===== src/rtl/ibex_pkg.sv =====
// Shared definitions for the writeback scheduler.
//   RegAddrW : architectural register address width
//   wb_src_e : source of the value held in the write stage (debug/assertions)
package ibex_pkg;

    localparam int unsigned RegAddrW = 5;

    typedef enum logic [1:0] {
        WbNone = 2'd0,
        WbAlu  = 2'd1,
        WbLoad = 2'd2
    } wb_src_e;

endpackage


===== src/rtl/ibex_wb_ldq.sv =====
// In-order FIFO of outstanding load destinations.
// Ports:
//   clk_i, rst_ni  : clock, async active-low reset
//   push_i         : enqueue push_addr_i (caller guarantees not full)
//   pop_i          : dequeue head (caller guarantees not empty)
//   head_o         : destination of the oldest outstanding load
//   count_o        : number of valid entries
//   entry_valid_o  : per-slot valid, for hazard compare
//   entry_addr_o   : per-slot destination, for hazard compare
module ibex_wb_ldq
    import ibex_pkg::*;
#(
    parameter int unsigned Depth = 2
) (
    input  logic                               clk_i,
    input  logic                               rst_ni,
    input  logic                               push_i,
    input  logic [RegAddrW-1:0]                push_addr_i,
    input  logic                               pop_i,
    output logic [RegAddrW-1:0]                head_o,
    output logic [$clog2(Depth):0]             count_o,
    output logic [Depth-1:0]                   entry_valid_o,
    output logic [Depth-1:0][RegAddrW-1:0]     entry_addr_o
);

    localparam int unsigned PtrW = $clog2(Depth);
    localparam int unsigned CntW = PtrW + 1;

    logic [Depth-1:0][RegAddrW-1:0] mem_q;
    logic [PtrW-1:0]                wr_ptr_q;
    logic [PtrW-1:0]                rd_ptr_q;
    logic [CntW-1:0]                count_q;
    logic [PtrW-1:0]                offset;

    // Storage, pointers (wrap naturally since Depth is a power of two) and count
    always_ff @(posedge clk_i or negedge rst_ni) begin
        if (!rst_ni) begin
            mem_q    <= '0;
            wr_ptr_q <= '0;
            rd_ptr_q <= '0;
            count_q  <= '0;
        end else begin
            if (push_i) begin
                mem_q[wr_ptr_q] <= push_addr_i;
                wr_ptr_q        <= wr_ptr_q + PtrW'(1);
            end
            if (pop_i) begin
                rd_ptr_q <= rd_ptr_q + PtrW'(1);
            end
            case ({push_i, pop_i})
                2'b10:   count_q <= count_q + CntW'(1);
                2'b01:   count_q <= count_q - CntW'(1);
                default: count_q <= count_q;
            endcase
        end
    end

    // A slot is live when its distance from the read pointer is below the count
    always_comb begin
        entry_valid_o = '0;
        offset        = '0;
        for (int unsigned i = 0; i < Depth; i++) begin
            offset           = PtrW'(i) - rd_ptr_q;
            entry_valid_o[i] = CntW'(offset) < count_q;
        end
    end

    assign head_o       = mem_q[rd_ptr_q];
    assign count_o      = count_q;
    assign entry_addr_o = mem_q;

endmodule


===== src/rtl/ibex_rf_wb_sched.sv =====
// Writeback scheduler for the register file write port. Merges ALU results
// and in-order load responses into one registered write stream and flags
// read-after-write hazards for the ID stage.
// Ports:
//   ex_*            : ALU result handshake (ex_ready_o low while a load response owns the port)
//   ld_issue_*      : load issue into the destination queue
//   ld_rvalid/rdata/err : load response for the oldest outstanding load
//   raddr_a/b, hazard_a/b : ID-stage read addresses and pending-write flags
//   rf_waddr/wdata/we : registered write to the register file
//   ld_pending_o    : outstanding load count
//   ld_spurious_o   : pulse one cycle after a response arrived with nothing outstanding
module ibex_rf_wb_sched
    import ibex_pkg::*;
#(
    parameter bit          RV32E     = 1'b0,
    parameter int unsigned DataWidth = 32,
    parameter int unsigned LoadDepth = 2
) (
    input  logic                         clk_i,
    input  logic                         rst_ni,
    input  logic                         ex_valid_i,
    input  logic [RegAddrW-1:0]          ex_waddr_i,
    input  logic [DataWidth-1:0]         ex_wdata_i,
    output logic                         ex_ready_o,
    input  logic                         ld_issue_i,
    input  logic [RegAddrW-1:0]          ld_waddr_i,
    output logic                         ld_issue_ready_o,
    input  logic                         ld_rvalid_i,
    input  logic [DataWidth-1:0]         ld_rdata_i,
    input  logic                         ld_err_i,
    input  logic [RegAddrW-1:0]          raddr_a_i,
    input  logic [RegAddrW-1:0]          raddr_b_i,
    output logic                         hazard_a_o,
    output logic                         hazard_b_o,
    output logic [RegAddrW-1:0]          rf_waddr_o,
    output logic [DataWidth-1:0]         rf_wdata_o,
    output logic                         rf_we_o,
    output logic [$clog2(LoadDepth):0]   ld_pending_o,
    output logic                         ld_spurious_o
);

    localparam int unsigned CntW = $clog2(LoadDepth) + 1;

    logic [RegAddrW-1:0]                 ld_head;
    logic [CntW-1:0]                     ld_count;
    logic [LoadDepth-1:0]                ld_valid;
    logic [LoadDepth-1:0][RegAddrW-1:0]  ld_addr;
    logic                                ld_push;
    logic                                ld_pop;
    logic                                ld_wr;
    logic                                alu_wr;
    wb_src_e                             wb_src_q;

    // x0 is never written; under RV32E neither is anything above x15
    function automatic logic writable(input logic [RegAddrW-1:0] a);
        return (a != '0) && !(RV32E && a[RegAddrW-1]);
    endfunction

    ibex_wb_ldq #(
        .Depth (LoadDepth)
    ) u_ldq (
        .clk_i         (clk_i),
        .rst_ni        (rst_ni),
        .push_i        (ld_push),
        .push_addr_i   (ld_waddr_i),
        .pop_i         (ld_pop),
        .head_o        (ld_head),
        .count_o       (ld_count),
        .entry_valid_o (ld_valid),
        .entry_addr_o  (ld_addr)
    );

    // Issue readiness uses the registered count only, so a full queue refuses
    // an issue even when a response frees a slot in the same cycle
    assign ld_issue_ready_o = ld_count != CntW'(LoadDepth);
    assign ld_push          = ld_issue_i & ld_issue_ready_o;
    assign ld_pop           = ld_rvalid_i & (ld_count != '0);
    assign ex_ready_o       = !ld_pop;
    assign ld_wr            = ld_pop & !ld_err_i & writable(ld_head);
    assign alu_wr           = ex_valid_i & ex_ready_o & writable(ex_waddr_i);
    assign ld_pending_o     = ld_count;

    // Write stage: one cycle of rf_we_o per accepted write; addr/data hold otherwise
    always_ff @(posedge clk_i or negedge rst_ni) begin
        if (!rst_ni) begin
            rf_waddr_o    <= '0;
            rf_wdata_o    <= '0;
            rf_we_o       <= 1'b0;
            wb_src_q      <= WbNone;
            ld_spurious_o <= 1'b0;
        end else begin
            ld_spurious_o <= ld_rvalid_i & (ld_count == '0);
            if (ld_wr) begin
                rf_waddr_o <= ld_head;
                rf_wdata_o <= ld_rdata_i;
                rf_we_o    <= 1'b1;
                wb_src_q   <= WbLoad;
            end else if (alu_wr) begin
                rf_waddr_o <= ex_waddr_i;
                rf_wdata_o <= ex_wdata_i;
                rf_we_o    <= 1'b1;
                wb_src_q   <= WbAlu;
            end else begin
                rf_we_o    <= 1'b0;
                wb_src_q   <= WbNone;
            end
        end
    end

    // Hazard: pending load destination or value sitting in the write stage
    always_comb begin
        hazard_a_o = 1'b0;
        hazard_b_o = 1'b0;
        for (int unsigned i = 0; i < LoadDepth; i++) begin
            if (ld_valid[i] && (ld_addr[i] == raddr_a_i)) hazard_a_o = 1'b1;
            if (ld_valid[i] && (ld_addr[i] == raddr_b_i)) hazard_b_o = 1'b1;
        end
        if (rf_we_o && (rf_waddr_o == raddr_a_i)) hazard_a_o = 1'b1;
        if (rf_we_o && (rf_waddr_o == raddr_b_i)) hazard_b_o = 1'b1;
        if (raddr_a_i == '0) hazard_a_o = 1'b0;
        if (raddr_b_i == '0) hazard_b_o = 1'b0;
    end

    a_we_has_src: assert property (@(posedge clk_i) disable iff (!rst_ni)
        rf_we_o |-> (wb_src_q != WbNone));

endmodule


===== config.mk =====
export PLATFORM = sky130hd
export DESIGN_NAME = ibex_rf_wb_sched
export DESIGN_NICKNAME = d
export VERILOG_FILES = /design/src/rtl/ibex_pkg.sv /design/src/rtl/ibex_wb_ldq.sv /design/src/rtl/ibex_rf_wb_sched.sv
export SDC_FILE = /design/constraint.sdc
export NUM_CORES = 1
export LEC_CHECK = 0
export ABC_CLOCK_PERIOD_IN_PS = 2450
export BUFFER_PORTS_ARGS = -buffer_cell sky130_fd_sc_hd__buf_4
export CORE_UTILIZATION = 30
export CTS_CLUSTER_DIAMETER = 80
export DETAILED_ROUTE_END_ITERATION = 10
export GPL_TIMING_DRIVEN = 0
export PLACE_DENSITY_LB_ADDON = 0.15
export SKIP_CTS_REPAIR_TIMING = 1
export SLEW_MARGIN = 20
export SYNTH_ARGS = -nofsm -noshare
export SYNTH_HDL_FRONTEND = slang
export SYNTH_SLANG_ARGS = --single-unit

===== constraint.sdc =====
create_clock -name clk_i -period 2.45 [get_ports clk_i]
set_clock_uncertainty 0.2 [all_clocks]
set_input_delay 0.245 -clock clk_i [delete_from_list [all_inputs] [get_ports clk_i]]
set_output_delay 0.245 -clock clk_i [all_outputs]
set_load 0.02 [all_outputs]

==> Flow_metrics.wiki <==
{| class="wikitable"
! Metric !! Value
|-
| Outcome || finished clean
|-
| Area growth from synthesis to final layout || 60.6%
|-
| Post-route clock period utilization || 97.1%
|-
| ANT nets after route || 0
|-
| Final core utilization || 49.7%
|-
| # H-tree levels || 2
|-
| Depth of the worst register-to-register path || 8
|-
| Cells taking the most area after synthesis || dfrtp_1 47%, mux2i_1 13%, xor2_1 7.7%
|-
| Distinct cell type count of the synthesized netlist || 35
|-
| Clock root buffer master || clkbuf_8
|-
| Starting utilization of the core area || 30.9%
|-
| Number of flip-flops and latches in the synthesized netlist || 53
|-
| Count of flip-flops with a built-in enable after synthesis || 0
|-
| Fraction of registers with async set/reset || 100%
|-
| Final total negative setup slack || 0 ns
|-
| Post-synthesis instance area || 2850 µm²
|-
| Core Rows || 35
|-
| Number of warnings printed during yosys synthesis || 0
|-
| Setup violation total in the final timing report || 0
|-
| RSZ-0062 raised after global routing || yes
|-
| Power per cell area || 1070 nW/µm²
|-
| Share of cells above drive strength 1 || 41.5%
|-
| Gate count of the mapped netlist || 265
|-
| Clock network latency to the later pin of the worst-skew pair || 0.30 ns
|-
| GP Congestion || 0.773
|-
| Startpoint of the worst-slack reg-to-reg timing path || u_ldq.count_o[0]$_DFFE_PN0P_
|-
| Antenna Cells || 0
|-
| Overall global routing resource usage || 17.4%
|-
| Fill cell count || 865
|-
| Vias per inst || 4.79
|-
| Average size of a mapped cell || 10.7 µm²
|-
| Launching element of the worst setup path || u_ldq.entry_addr_o[9]$_DFFE_PN0P_
|-
| Static leakage power || 2.23 nW
|-
| Initial antenna violation count || 0
|-
| Slew at the pin closest to its max-slew limit || 0.699 ns
|-
| Detailed Route Iter0 Violations || 92
|-
| Slew HR || 53.4%
|-
| Die height || 99.4 µm
|-
| Pin count of the biggest net entering global routing || 54
|-
| Critical Path Fanout Max || 4
|-
| Count of nets after finishing || 546
|-
| Peak supply drop || 0.546 mV
|-
| Max-slew violation count || 0
|-
| Synth Net Count || 356
|-
| Most frequent cell after synthesis || dfrtp_1
|-
| Most used flip-flop cell after synthesis || dfrtp_1
|-
| Total DRC errors in the routed layout || 0
|-
| Crit path time final || 2.38 ns
|-
| Area inside the core boundary || 9200 µm²
|-
| Die width || 99.4 µm
|-
| Hold-critical path depth || 3
|-
| Pre-CTS setup slack || 0.273 ns
|-
| Share of the yosys chip area belonging to registers || 46.6%
|-
| Max Clock Freq || 0.420 GHz
|-
| CP arrival || 1.93 ns
|-
| Total power draw || 4.91 mW
|-
| First-pass GRT wire length || 13,400 µm
|-
| Average wire length per cell after detail routing || 15.3 µm
|-
| Overall via count from detail_route || 2,713
|-
| Remaining global-route overflow || 0
|-
| CTS clk-pin slew, worst paths || 0.10 ns
|-
| Detailed Place HPWL || 6170 µm
|-
| Hold Slack || 0.00328 ns
|-
| Crit. End Element || output pin
|-
| Top cells by count, synth || 53 x dfrtp_1, 37 x mux2i_1, 33 x nand2_1
|-
| Class of the most critical setup path || reg -> out
|-
| Top-Level Pins || 135
|-
| Kind of start point of the critical path || flip-flop
|-
| Final Hold Viols || 0
|-
| Required time of the worst setup path || 2.01 ns
|-
| Count of input and output buffers || 134
|-
| CTS tree || built
|-
| Setup slack after layout || 0.0710 ns
|-
| Portion of synthesized cell area occupied by the leading cell type || 46.6%
|-
| Detailed-router iteration count before antenna repair || 5
|-
| CTS sink cnt || 53
|-
| Maximum number of buffers from clock root to sink || 2
|-
| Cts bufs inserted || 5
|-
| Routed Wire Length || 8650 µm
|-
| Via count of the first global-routing pass || 2,571
|-
| Start point of the worst hold path || ex_wdata_i[31]
|-
| Number of max-cap violations || 0
|-
| Path type of the worst min-delay path || in -> reg
|-
| Overall die area || 9880 µm²
|-
| Library cell with the largest summed area after synthesis || dfrtp_1
|}
==> flip-flops by register name, indices dropped and copies added, names as in the netlist <==
register            cells
ld_spurious_o           1
u_ldq.wr_ptr_q          1
rf_waddr_o              5
rf_wdata_o             32
u_ldq.count_o           2
u_ldq.entry_addr_o     10
u_ldq.rd_ptr_q          1
rf_we_o                 1
==> per-stage QoR <==
stage               cell area, µm²  instances
finish                        4570        566
global placement              3990        510
global route                  4570        566
detailed placement            3990        510
floorplan                     2850        265
CTS                           4080        517
==> layer usage <==
layer  share of wire, %  vias up  GRT usage, %  routed length, µm
met5                  0        -             0                  0
met4                1.3        0          4.52                113
met3                7.0        8          6.11                601
met2                 49      101          29.1               4200
met1                 43     1294          21.5               3730
li1                   -     1310             -                  -
==> cell type report <==
type                       count  area [µm²]  share of cell area, %
tap                          111         139                   3.04
multi-input combinational    197        1430                   31.2
timing repair buffer         183        1470                   32.3
buffer                        13         101                   2.22
inverter                       2        7.51                  0.164
clock buffer                   7        86.3                   1.89
sequential                    53        1330                   29.2
==> power breakdown <==
group	switching, mW	total (mW)	internal, mW
Combinational	1.30	2.63	1.33
Clock	0.286	0.511	0.225
Sequential	0.441	1.76	1.32
Total	2.03	4.91	2.88
==> cell families after synthesis <==
logic type / share of synthesized area (%)
DFF: 46.6
xor gates and xnor gates: 10.8
and+or+nand+nor: 10.8
adders and majority gates: 0.440
muxes: 17.0
buffers and inverters: 3.56
AOI/OAI and AO/OA: 10.8
==> path summary, 6_finish.rpt <==
| kind | slack, ns | to |
|---|---|---|
| max | 0.07 | hazard_b_o |
| min | 0.003 | rf_wdata_o[31]$_DFFE_PN0P_ |
| max reg2reg | 0.30 | rf_waddr_o[0]$_DFFE_PN0P_ |
| min reg2reg | 0.31 | u_ldq.wr_ptr_q$_DFFE_PN0P_ |
| max in group asynchronous | 1.23 | u_ldq.entry_addr_o[6]$_DFFE_PN0P_ |
| min in group asynchronous | 0.32 | rf_wdata_o[29]$_DFFE_PN0P_ |
==> placed cells by master (no fill, tap or decap), types with 3 or more instances in the layout <==
| cell type | n |
|---|---|
| mux2_2 | 10 |
| buf_6 | 5 |
| buf_2 | 6 |
| dfrtp_2 | 6 |
| nand2_1 | 33 |
| nand3_1 | 3 |
| o21ai_1 | 24 |
| buf_4 | 145 |
| mux2i_1 | 37 |
| xor2_1 | 25 |
| dfrtp_1 | 47 |
| nor4_1 | 4 |
| a21oi_1 | 8 |
| o21ai_0 | 9 |
| xnor2_1 | 10 |
| nor2_1 | 4 |
| dlygate4sd3_1 | 40 |
| clkbuf_8 | 6 |
| or4_1 | 5 |
==> critical path, cell delays in order, from the launching register on <==
cell	delay (ns)
dfrtp_2	0.44
xor2_1	0.17
or4_1	0.52
nor3_2	0.12
a31oi_1	0.06
a21oi_1	0.16
buf_4	0.16
Power figures use the tool's default switching activity.
